## src/rtl/v6510_port_fade.sv

```systemverilog
// 6510 processor-port read-back with capacitive fade on floating input bits.
// The fade FSMs and counters are built only when PORT_FADE_EN is defined; otherwise masked input bits read 0.
module v6510_port_fade #(
    parameter int unsigned FADE_CYCLES = 200000,
    parameter logic [7:0]  FADE_MASK   = 8'hC0
) (
    input  logic       phi2,
    input  logic       reset,
    input  logic [7:0] ddr,
    input  logic [7:0] data,
    input  logic [5:0] pin_in,
    output logic [7:0] read_val,
    output logic [7:0] fading,
    output logic       fade_event
);

    // A zero-length hold window has no meaning; refuse to elaborate it.
    if (FADE_CYCLES < 1) begin : g_bad_cycles
        $error("FADE_CYCLES must be at least 1");
    end

`ifdef PORT_FADE_EN
    localparam int CW = $clog2(FADE_CYCLES + 1);
    localparam logic [CW-1:0] LAST_COUNT = CW'(FADE_CYCLES - 1);

    localparam logic [1:0] ST_DRIVEN = 2'd0;
    localparam logic [1:0] ST_HOLD   = 2'd1;
    localparam logic [1:0] ST_FADED  = 2'd2;
`endif

    logic [7:0] read_next;
    logic [7:0] fading_next;
    logic [7:0] fade_hit;

    logic [7:0] read_val_reg;
    logic [7:0] fading_reg;
    logic       fade_event_reg;

    for (genvar gi = 0; gi < 8; gi = gi + 1) begin : g_bit
        if (FADE_MASK[gi]) begin : g_masked
`ifdef PORT_FADE_EN
            logic [1:0]    state_reg, state_next;
            logic          hold_reg, hold_next;
            logic [CW-1:0] count_reg, count_next;
            logic          hit_next;

            always_comb begin
                state_next = state_reg;
                hold_next  = hold_reg;
                count_next = count_reg;
                hit_next   = 1'b0;
                if (ddr[gi]) begin
                    // Driving the pin always wins, even on the terminal hold edge.
                    state_next = ST_DRIVEN;
                    hold_next  = data[gi];
                    count_next = '0;
                end else begin
                    case (state_reg)
                        ST_DRIVEN: begin
                            count_next = '0;
                            state_next = hold_reg ? ST_HOLD : ST_FADED;
                        end
                        ST_HOLD: begin
                            if (count_reg == LAST_COUNT) begin
                                state_next = ST_FADED;
                                hold_next  = 1'b0;
                                count_next = '0;
                                hit_next   = 1'b1;
                            end else begin
                                count_next = count_reg + CW'(1);
                            end
                        end
                        default: begin
                            state_next = ST_FADED;
                            hold_next  = 1'b0;
                            count_next = '0;
                        end
                    endcase
                end
            end

            always_ff @(posedge phi2) begin
                if (reset) begin
                    state_reg <= ST_FADED;
                    hold_reg  <= 1'b0;
                    count_reg <= '0;
                end else begin
                    state_reg <= state_next;
                    hold_reg  <= hold_next;
                    count_reg <= count_next;
                end
            end

            assign read_next[gi]   = hold_next;
            assign fading_next[gi] = (state_next == ST_HOLD);
            assign fade_hit[gi]    = hit_next;
`else
            assign read_next[gi]   = ddr[gi] & data[gi];
            assign fading_next[gi] = 1'b0;
            assign fade_hit[gi]    = 1'b0;
`endif
        end else begin : g_plain
            if (gi < 6) begin : g_pin
                assign read_next[gi] = ddr[gi] ? data[gi] : pin_in[gi];
            end else begin : g_nopin
                assign read_next[gi] = ddr[gi] & data[gi];
            end
            assign fading_next[gi] = 1'b0;
            assign fade_hit[gi]    = 1'b0;
        end
    end

    always_ff @(posedge phi2) begin
        if (reset) begin
            read_val_reg   <= 8'h00;
            fading_reg     <= 8'h00;
            fade_event_reg <= 1'b0;
        end else begin
            read_val_reg   <= read_next;
            fading_reg     <= fading_next;
            fade_event_reg <= |fade_hit;
        end
    end

    assign read_val   = read_val_reg;
    assign fading     = fading_reg;
    assign fade_event = fade_event_reg;

endmodule

```

## config.mk

```make
export PLATFORM = sky130hd
export DESIGN_NAME = v6510_port_fade
export DESIGN_NICKNAME = d
export VERILOG_FILES = /design/src/rtl/v6510_port_fade.sv
export SDC_FILE = /design/constraint.sdc
export NUM_CORES = 1
export LEC_CHECK = 0
export BUFFER_PORTS_ARGS = -buffer_cell sky130_fd_sc_hd__buf_2
export CAP_MARGIN = 20
export CORE_AREA = 3 3 40 42
export CTS_CLUSTER_SIZE = 14
export DETAILED_ROUTE_END_ITERATION = 16
export DIE_AREA = 0 0 43 45
export GPL_TIMING_DRIVEN = 1
export PLACE_DENSITY = 0.65
export SYNTH_ARGS = -nofsm -noshare
export SYNTH_HDL_FRONTEND = slang
export SYNTH_SLANG_ARGS = --single-unit
```

## constraint.sdc

```tcl
create_clock -name phi2 -period 0.8 [get_ports phi2]
set_input_delay 0.04 -clock phi2 [delete_from_list [all_inputs] [get_ports phi2]]
set_output_delay 0.04 -clock phi2 [all_outputs]
set_load 0.05 [all_outputs]
```

==> run metrics <==
outcome finished, final reports clean; Hold Path Sink read_val[7]$_SDFF_PP0_; Setup violations, final 0; switch share 0.334; CP endpoint kind primary output; total power per unit cell area 1940 nW/um^2; drt initial violations 0; Yosys warnings 0; Max stage delay on crit path 0.30 ns; worst path required time 0.76 ns; Layout area overhead 58.8%; Fill cells 133; Die Area 1940 sq um; antenna viol nets, final 0; max reg flops 8; Worst Slack Setup Final 0.0328 ns; Cells after Synth 35; root buf cell clkbuf_4; Gate power share 0.306; initial antenna violation count 0; worst hold path class primary input to flop; final period utilization 0.959; setup TNS 0 ns; first-pass iteration count of the detailed router 1; Worst-path clk slew 0.05 ns; vias in the first global route 255; Port-buffer cells 31; register bit total from synthesis 8; layout cells sized above 1 0.582; Clk pwr share 0.278; pre-CTS WS 0.208 ns; Leakage 0.305 nW; Initial Util 0.265; share of the synthesized area in the top cell type 0.471; DR vias/cell 3.83; num rows 13; hold path depth 3; M1 GR Usage 0.0533; CP Max Fanout 1; CP max-delay cell dfxtp_1; Die Ht 45 um; crit path buf inv count 1; Max Clock Freq 1300 MHz; Die Width 43 um; Final nets 93; Area contributors post-synth dfxtp_1 (47%), buf_4 (20%), mux2i_1 (18%); cts repair resizes 9; cell family with most CP delay flip-flops; register area share after synthesis 0.471; boundary pin count 41; Hold Buf Count CTS 0; Residual DRC 0; Num CTS Buffers 3; critical path arrival 0.73 ns; M3 GR Usage 0.0518; post-synth top area cell dfxtp_1; final core occ 0.421; endpoints failing hold 0; Netlist Area Pre-Place 340 sq um; hold path start data[7]; total power 1.05 mW; unrepaired setup endpoints after global routing no; CTS sink count 8; min Tclk post-route 0.767 ns; sw power 0.350 mW; total routed wirelength 721 um; maxcap violations 0; Worst setup SP type flop; library cells used by synthesis 7; first-pass GRT wire length 979 um; CP Depth 1; GR peak layer met2; Slew Viols, Final 0; H-tree depth 1; setup repair bufs after CTS 0; grt total ovfl 0; via count 314; worst vdd ir 478 uV; Global Route Usage Sum 0.0726; crit-path cells buf_4; core area 1280 sq um; Syn Area/Cell 9.72 sq um; Worst Path Class, Setup flop to primary output; routed len/inst 8.79 um; Final Wtd Congestion 0.628; diode count 0; Max Buffers Root-to-Sink 2; met2 global-route usage 0.120; Detail Placement HPWL 601 um; internal power 0.699 mW; largest net degree at the start of global routing 9; Seq pwr share 0.416; CTS tree yes
-- routing by layer --
metal / share of wire / vias to the layer above
met3: 0.26 / 0
met4: 0 / 0
li1: - / 155
met2: 0.46 / 30
met5: 0 / -
met1: 0.27 / 129
-- Yosys cell counts (all sizes together) --
cell   number
dfxtp       8
mux2i       6
conb        1
nand2       2
nor2        8
buf        10
-- kinds of logic after synthesis --
logic type / count (synthesis) / synth area share
and+or+nand+nor: 10 / 0.110
other: 1 / 0.0110
muxes: 6 / 0.176
buffers and inverters: 10 / 0.232
DFF: 8 / 0.471
-- layout by cell type, fill, tap and decap left out --
cell      instances
buf_2            23
clkbuf_4          3
nand2_1           2
mux2i_1           6
dfxtp_2           5
buf_6             7
dfxtp_1           3
nor2_1            8
buf_4             1
conb_1            9
-- power groups by stage --
stage / registers [mW] / logic [mW] / clock network (mW)
CTS: 0.430 / 0.311 / 0.305
global placement: 0.435 / 0.292 / 0
global route: 0.438 / 0.339 / 0.338
finish: 0.437 / 0.321 / 0.291
floorplan: 0.523 / 0.164 / 0
detailed placement: 0.436 / 0.294 / 0
-- final cells by class --
class | instances | area (sq um) | area share
Clock buffer | 3 | 22.5 | 0.0417
Multi-Input combinational cell | 25 | 131 | 0.243
Sequential cell | 8 | 166 | 0.308
Tap cell | 15 | 18.8 | 0.0347
Timing Repair Buffer | 31 | 201 | 0.373
-- worst max-delay path by stage --
| stage | end | startpoint |
|---|---|---|
| after floorplan | read_val[0] | read_val[0]$_SDFF_PP0_ |
| after global placement | read_val[1] | read_val[1]$_SDFF_PP0_ |
| after detailed placement | read_val[7] | read_val[7]$_SDFF_PP0_ |
| after CTS | read_val[0] | read_val[0]$_SDFF_PP0_ |
| after global routing | read_val[5] | read_val[5]$_SDFF_PP0_ |
| final | read_val[5] | read_val[5]$_SDFF_PP0_ |
-- metrics by stage --
step / hold slack, ns / instances / cell area [sq um]
after floorplan: 0.154 / 43 / 370
after global placement: 0.264 / 79 / 465
after detailed placement: 0.266 / 79 / 465
after CTS: 0.00341 / 82 / 512
after global routing: 0.0187 / 82 / 541
final: 0.0146 / 82 / 541
No activity file was read; power rests on OpenSTA's default activity.
